**src/rtl/cache_fill_fsm.sv**
```systemverilog
// Cache miss handler: bursts one block of words from memory into the cache data array,
// then writes the tag/valid entry. fsm_busy stalls the pipeline for the whole fill.
module cache_fill_fsm #(
    parameter int unsigned ADDR_WIDTH = 16,
    parameter int unsigned DATA_WIDTH = 16,
    parameter int unsigned WORDS      = 8
) (
    input  logic                  clk,
    input  logic                  rst,
    input  logic                  miss_detected,
    input  logic [ADDR_WIDTH-1:0] miss_address,
    input  logic                  mem_data_valid,
    input  logic [DATA_WIDTH-1:0] mem_data,
    output logic                  fsm_busy,
    output logic                  mem_enable,
    output logic [ADDR_WIDTH-1:0] mem_address,
    output logic                  write_data_array,
    output logic [ADDR_WIDTH-1:0] cache_address,
    output logic [DATA_WIDTH-1:0] cache_data,
    output logic                  write_tag_array
);

    localparam int unsigned OFF_W = $clog2(WORDS * 2);
    localparam int unsigned CNT_W = $clog2(WORDS);
    localparam logic [CNT_W-1:0] LAST = CNT_W'(WORDS - 1);

    typedef enum logic [1:0] {IDLE, FILL, TAG} state_t;

    state_t                state, state_next;
    logic [ADDR_WIDTH-1:0] base, base_next;
    logic [CNT_W-1:0]      req_cnt, req_cnt_next;
    logic [CNT_W-1:0]      rcv_cnt, rcv_cnt_next;
    logic                  req_done, req_done_next;

    // Offsets are OR'ed into the cleared low bits, so the tag/set never carries.
    logic [ADDR_WIDTH-1:0] req_off, rcv_off;
    assign req_off = ADDR_WIDTH'({req_cnt, 1'b0});
    assign rcv_off = ADDR_WIDTH'({rcv_cnt, 1'b0});

    always_ff @(posedge clk) begin
        if (rst) begin
            state    <= IDLE;
            base     <= '0;
            req_cnt  <= '0;
            rcv_cnt  <= '0;
            req_done <= 1'b0;
        end else begin
            state    <= state_next;
            base     <= base_next;
            req_cnt  <= req_cnt_next;
            rcv_cnt  <= rcv_cnt_next;
            req_done <= req_done_next;
        end
    end

    always_comb begin
        state_next       = state;
        base_next        = base;
        req_cnt_next     = req_cnt;
        rcv_cnt_next     = rcv_cnt;
        req_done_next    = req_done;
        fsm_busy         = 1'b0;
        mem_enable       = 1'b0;
        mem_address      = '0;
        write_data_array = 1'b0;
        cache_address    = '0;
        cache_data       = '0;
        write_tag_array  = 1'b0;

        unique case (state)
            IDLE: begin
                if (miss_detected) begin
                    state_next    = FILL;
                    base_next     = {miss_address[ADDR_WIDTH-1:OFF_W], OFF_W'(0)};
                    req_cnt_next  = '0;
                    rcv_cnt_next  = '0;
                    req_done_next = 1'b0;
                end
            end
            FILL: begin
                fsm_busy = 1'b1;
                if (!req_done) begin
                    mem_enable   = 1'b1;
                    mem_address  = base | req_off;
                    req_cnt_next = req_cnt + 1'b1;
                    if (req_cnt == LAST) begin
                        req_done_next = 1'b1;
                    end
                end
                if (mem_data_valid) begin
                    write_data_array = 1'b1;
                    cache_address    = base | rcv_off;
                    cache_data       = mem_data;
                    rcv_cnt_next     = rcv_cnt + 1'b1;
                    if (rcv_cnt == LAST) begin
                        state_next = TAG;
                    end
                end
            end
            TAG: begin
                fsm_busy        = 1'b1;
                write_tag_array = 1'b1;
                state_next      = IDLE;
            end
            default: state_next = IDLE;
        endcase
    end

endmodule

```
**config.mk**
```make
export PLATFORM = sky130hd
export DESIGN_NAME = cache_fill_fsm
export DESIGN_NICKNAME = d
export VERILOG_FILES = /design/src/rtl/cache_fill_fsm.sv
export SDC_FILE = /design/constraint.sdc
export NUM_CORES = 1
export LEC_CHECK = 0
export CAP_MARGIN = 20
export CORE_UTILIZATION = 30
export DETAILED_ROUTE_END_ITERATION = 10
export PLACE_DENSITY_LB_ADDON = 0.08
export SLEW_MARGIN = 20
export SYNTH_ARGS = -nofsm -noshare
export SYNTH_HDL_FRONTEND = slang
export SYNTH_SLANG_ARGS = --single-unit
export TNS_END_PERCENT = 5
```
**constraint.sdc**
```tcl
create_clock -name clk -period 1.43 [get_ports clk]
set_clock_uncertainty 0.2 [all_clocks]
set_input_delay 0.143 -clock clk [delete_from_list [all_inputs] [get_ports clk]]
set_output_delay 0.143 -clock clk [all_outputs]
set_load 0.01 [all_outputs]
```
==> flow_summary.json, run 1 <==
{
  "status": "complete, but fails checks",
  "failed_checks": "setup timing",
  "grt_pass1_vias": 1204,
  "ios": 88,
  "maxCapViolations": 0,
  "postRouteAntennaNets": 0,
  "syn_avg_cell_area_sq_um": 8.17,
  "synth_cells": 159,
  "die_h_um": 67.8,
  "clock-sinks": 21,
  "cp_cell_sequence": "inv_2 > ha_4 > buf_4 > and3_1 > clkdlybuf4s15_2",
  "drt_wl_total_mm": 3.74,
  "numCtsBuffers": 3,
  "grt_max_degree": 35,
  "hp-class": "input pin to flip-flop",
  "clock_path_buffers": 2,
  "ys_top_cells_by_count": "and3_1, nand2_1, dfxtp_1",
  "firstDrtPassIters": 4,
  "clock_latency_ns": 0.26,
  "fin_crit_sh": 1.20,
  "slowest_stage": "dfxtp_2",
  "yosysMostFrequentCell": "and3_1",
  "cts-root-buf": "clkbuf_8",
  "dp_slack_ns": -0.448,
  "dpl.hpwl_mm": 2.78,
  "synth_top_area_share": 0.324,
  "grt_first_pass_wirelength_mm": 5.35,
  "vias": 1397,
  "min_period_ns": 1.72,
  "yosysSeqAreaShare": 0.324,
  "maxSlewViolCount": 0,
  "worstReg2RegEnd": "rcv_cnt[0]",
  "portBuffers": 81,
  "crit_end": "cache_address[6]",
  "grt.total_usage": 0.154,
  "r2r_setup_slack_ns": -0.22,
  "synth_edf_count": 0,
  "fmax_mhz": 581,
  "nNetsFinal": 293,
  "leakagePower_nw": 1.16,
  "power_mw": 2.67,
  "worstPathArrival_ns": 1.38,
  "synthTopCellsByArea": "dfxtp_1, and3_1, ha_1, nand2_1, and2_1",
  "setup_ws_ns": -0.290,
  "start_util": 0.318,
  "critical_path.max_stage_delay_ns": 0.34,
  "layout-drive-gt1-share": 0.401,
  "antenna_cells": 0,
  "synth.largest_area_cell": "dfxtp_1",
  "fin_hold_ws_ns": 0.226,
  "r2r_start": "state[1]",
  "wl_per_cell_um": 12.6,
  "rows": 23,
  "antenna_found_initial": 0,
  "post_cts.repair.setup_buffers": 0,
  "rsz0062_at_grt": "yes",
  "ys_ff_latch": 21,
  "yosysWarnings": 0,
  "remaining_drc_errors": 0,
  "setup.worst_path.class": "flip-flop to output pin",
  "gp_congestion": 0.791,
  "hold_viol": 0,
  "drtIter0Drc": 39,
  "finalSetupViolations": 70,
  "power.density_mw_per_mm2": 1180,
  "endpoint_kind": "output pin",
  "rr_worst_depth": 7,
  "core_area_sq_mm": 0.00409,
  "htree_num_levels": 1,
  "required_ns": 1.09,
  "cts_tree": "done",
  "critPathLaunch": "state[1]",
  "die_w_um": 67.8,
  "syn_to_final_growth_pct": 73.8,
  "vias_per_cell": 4.70,
  "clk_pin_slew_ns": 0.08,
  "syn_area_sq_mm": 0.00130,
  "crit_path_start_kind": "flip-flop",
  "overflow": 0,
  "synth-async-reset-ratio": 0,
  "fp.dieArea_sq_mm": 0.00460,
  "synth_ff_type": "dfxtp_1",
  "irDropWorstVdd_uv": 838,
  "critPathMaxFanout": 9,
  "synth_cell_type_count": 24
}
-- placed cells by master, fill, tap and decap left out, types with 2 or more instances in the layout --
cell type,count
nand2_1,23
clkdlybuf4s15_2,3
a21oi_1,13
buf_6,10
buf_12,4
buf_2,41
nor2b_4,2
and2_1,14
a22o_1,4
conb_1,2
dfxtp_2,4
and3_1,29
nand2_2,4
a21oi_4,3
clkdlybuf4s50_1,31
and2_4,3
and3_4,2
mux2i_1,2
dfxtp_1,17
mux2_4,2
nand2b_1,5
ha_4,3
clkbuf_8,3
ha_1,6
buf_4,8
-- power by group --
| group | internal, mW | leakage [nW] | switching, mW | total [mW] |
|---|---|---|---|---|
| logic | 0.831 | 0.964 | 0.699 | 1.53 |
| clock network | 0.196 | 0.0217 | 0.198 | 0.395 |
| registers | 0.681 | 0.173 | 0.0667 | 0.748 |
-- how the worst min path moves through the flow --
stage,start,to,depth (start not counted)
floorplan,miss_address[10],base[10],2
global placement,base[10],base[10],2
detailed placement,base[10],base[10],2
CTS,miss_address[5],base[5],3
global route,miss_address[5],base[5],3
finish,miss_address[5],base[5],3
-- flip-flops by register name, summed over array words and instances (netlist names) --
| name | cells |
|---|---|
| base | 12 |
| req_done | 1 |
| req_cnt | 3 |
| rcv_cnt | 3 |
| state | 2 |
-- metal layers --
metal | global-route usage | vias to the layer above | part of all wire
met5 | 0 | - | 0
met4 | 0.0469 | 0 | 0.0061
met3 | 0.0338 | 2 | 0.099
met2 | 0.286 | 54 | 0.49
met1 | 0.172 | 633 | 0.40
li1 | - | 708 | -
-- final cells by class --
cell class | instances | area, sq um
clock buffer | 3 | 41.3
sequential | 21 | 425
tap | 50 | 62.6
fill | 378 | 1830
inverter | 2 | 10.0
timing repair buffer | 97 | 802
clock inverter | 1 | 7.51
multi-input combinational | 123 | 908
-- cell families (layout without fill, tap and decap cells) --
family,Yosys count,in the layout,synth area share
and+or+nand+nor,86,86,0.379
AOI/OAI and AO/OA,21,21,0.0983
DFF,21,21,0.324
buffers and inverters,16,103,0.0626
adders and majority gates,9,9,0.0867
muxes,5,5,0.0472
other,1,2,0.00289
-- metrics by stage --
step	area, sq um	TNS (ns)	cells	utilization
finish	2260	-12.76	297	0.552
detailed placement	2290	-24.22	293	0.560
global route	2260	-15.64	297	0.552
CTS	2230	-12.88	297	0.545
floorplan	1330	-0.417	160	-
global placement	2290	-23.31	293	0.560
-- critical path: cells and delay by family (launching register included) --
kind                       cells  cell delay [ns]
adders and majority gates      1             0.17
and+or+nand+nor                1             0.18
buffers and inverters          3             0.43
DFF                            1             0.34
-- timing repair --
action,in CTS,in global routing
endpoints found under the setup margin,71,71
hold buffers,0,0
pin swaps,15,7
endpoints found under the hold margin,0,0
gates cloned,0,0
resized for setup,220,11
Power figures use the tool's default switching activity.
==> run 2: changes to the inputs <==
--- a/config.mk
+++ b/config.mk
@@ -13,4 +13,4 @@
 export SYNTH_ARGS = -nofsm -noshare
 export SYNTH_HDL_FRONTEND = slang
 export SYNTH_SLANG_ARGS = --single-unit
-export TNS_END_PERCENT = 5
+export TNS_END_PERCENT = 30
==> run 2 against run 1 <==
  * The run still ends with setup timing left
  * Die area stayed put
  * Core utilization is 0.95 points higher
  * Critical path depth is 1 higher
  * Worst setup slack better by 0.010 ns
  * Sequential power is 0.5% higher
  * Hold slack hardly changed
  * Design area is 1.7% higher
  * Clock power hardly changed
  * Sequential cell count stayed put
  * Power is 2.5% higher
  * Final cell count is 0.67% higher
  * Global-route usage is 2.1 points higher
  * Highest routed layer unchanged
==> flow_summary.json, run 2 (same netlist as run 1, synthesis figures left out) <==
{
  "status": "complete, but fails checks",
  "failed_checks": "setup timing",
  "largest_reg_flops": 12,
  "layout-drive-gt1-share": 0.410,
  "drt_wl_total_mm": 4.04,
  "final_common_cell": "buf_2",
  "finalSetupViolations": 70,
  "clock_path_buffers": 2,
  "min_period_ns": 1.71,
  "power.density_mw_per_mm2": 1190,
  "final_cell_mix": "buf_2, clkdlybuf4s50_1, and3_1",
  "start_util": 0.318,
  "vias_per_cell": 4.77,
  "syn_to_final_growth_pct": 76.8,
  "reg_top3": "base: 12 flops, rcv_cnt: 3 flops, req_cnt: 3 flops",
  "slowest_stage": "dfxtp_2",
  "hp-class": "input pin to flip-flop",
  "cts_tree": "done",
  "setup_ws_ns": -0.280,
  "fp.dieArea_sq_mm": 0.00460,
  "gp_congestion": 0.744,
  "rr_worst_depth": 7,
  "regMostFlops": "base",
  "portBuffers": 81,
  "clock_latency_ns": 0.26,
  "antenna_found_initial": 0,
  "path_depth": 6,
  "remaining_drc_errors": 0,
  "setup.worst_path.class": "flip-flop to output pin",
  "leakagePower_nw": 1.17,
  "fill_cells": 378,
  "clk_pin_slew_ns": 0.08,
  "rsz0062_at_grt": "yes",
  "placed_cell_area_sq_mm": 0.00229,
  "endpoint_kind": "output pin",
  "critical_path.max_stage_delay_ns": 0.34,
  "htree_num_levels": 1,
  "crit_family": "flip-flops",
  "critPathBufInv": 3,
  "drtIter0Drc": 47,
  "cts-root-buf": "clkbuf_8",
  "required_ns": 1.09,
  "ctsHoldBuffers": 0,
  "grt_pass1_vias": 1224,
  "hold_viol": 0,
  "rows": 23,
  "fin_crit_sh": 1.20,
  "irDropWorstVdd_uv": 786,
  "vias": 1427,
  "setup_tns_ns": -13.18,
  "wl_per_cell_um": 13.5,
  "cp_cell_sequence": "inv_2 > ha_4 > nor2b_4 > buf_12 > and2_1 > buf_2",
  "grt.total_usage": 0.174,
  "antenna_cells": 0,
  "firstDrtPassIters": 4,
  "nNetsFinal": 295,
  "fmax_mhz": 585,
  "overflow": 0,
  "finish.utilization": 0.562,
  "grt_first_pass_wirelength_mm": 5.98,
  "postRouteAntennaNets": 0,
  "min_path_cells": 3,
  "maxCapViolations": 0,
  "crit_path_start_kind": "flip-flop",
  "numCtsBuffers": 3,
  "final_cell_area_sq_mm": 0.00230,
  "maxSlewViolCount": 0,
  "critPathMaxFanout": 17,
  "clock-sinks": 21,
  "ios": 88,
  "grt_max_degree": 35,
  "die_w_um": 67.8,
  "worstPathArrival_ns": 1.37,
  "core_area_sq_mm": 0.00409,
  "dpl.hpwl_mm": 2.97,
  "die_h_um": 67.8
}
## run 2: metrics by stage
stage	cells	total power, mW	setup WS [ns]	hold slack [ns]
global placement	293	2.14	-0.474	0.260
CTS	297	2.64	-0.289	0.229
global route	299	2.93	-0.339	0.239
floorplan	160	1.49	-0.0701	0.0790
finish	299	2.74	-0.280	0.226
detailed placement	293	2.18	-0.495	0.261
## run 2: layer usage
| metal | part of all wire | vias up | global-route usage |
|---|---|---|---|
| li1 | - | 717 | - |
| met2 | 0.50 | 61 | 0.328 |
| met1 | 0.40 | 645 | 0.200 |
| met5 | 0 | - | 0 |
| met4 | 0.0094 | 0 | 0.0547 |
| met3 | 0.098 | 4 | 0.0236 |
## run 2: worst paths after layout
| check | endpoint | startpoint | slack, ns |
|---|---|---|---|
| max | mem_address[13] | state[1] | -0.28 |
| min | base[13] | miss_address[13] | 0.23 |
| max reg2reg | req_cnt[0] | state[1] | -0.24 |
| min reg2reg | base[10] | base[10] | 0.27 |
## run 2: report_power, final
part           switching, mW  total [mW]  internal [mW]
Sequential            0.0713       0.752          0.680
Clock                  0.199       0.394          0.194
Combinational          0.722        1.59          0.873
Total                  0.993        2.74           1.75
## run 2: final cells by class
cell class                 instances  area (sq um)  share of cell area
timing repair buffer              99           827               0.360
multi-input combinational        123           927               0.404
sequential                        21           423               0.184
inverter                           2          10.0             0.00436
tap                               50          62.6              0.0272
clock buffer                       3          41.3              0.0180
clock inverter                     1          5.00             0.00218
## run 2: worst min-delay path, stage by stage
cell and delay [ns]:
clkdlybuf4s50_1 0.40, nand2_1 0.06, a21oi_1 0.05
## run 2: what timing repair did
item | 4_1_cts | 5_1_grt
endpoints found under the setup margin | 71 | 71
buffers inserted | 0 | 2
resized for setup | 217 | 23
pin swaps | 3 | 6
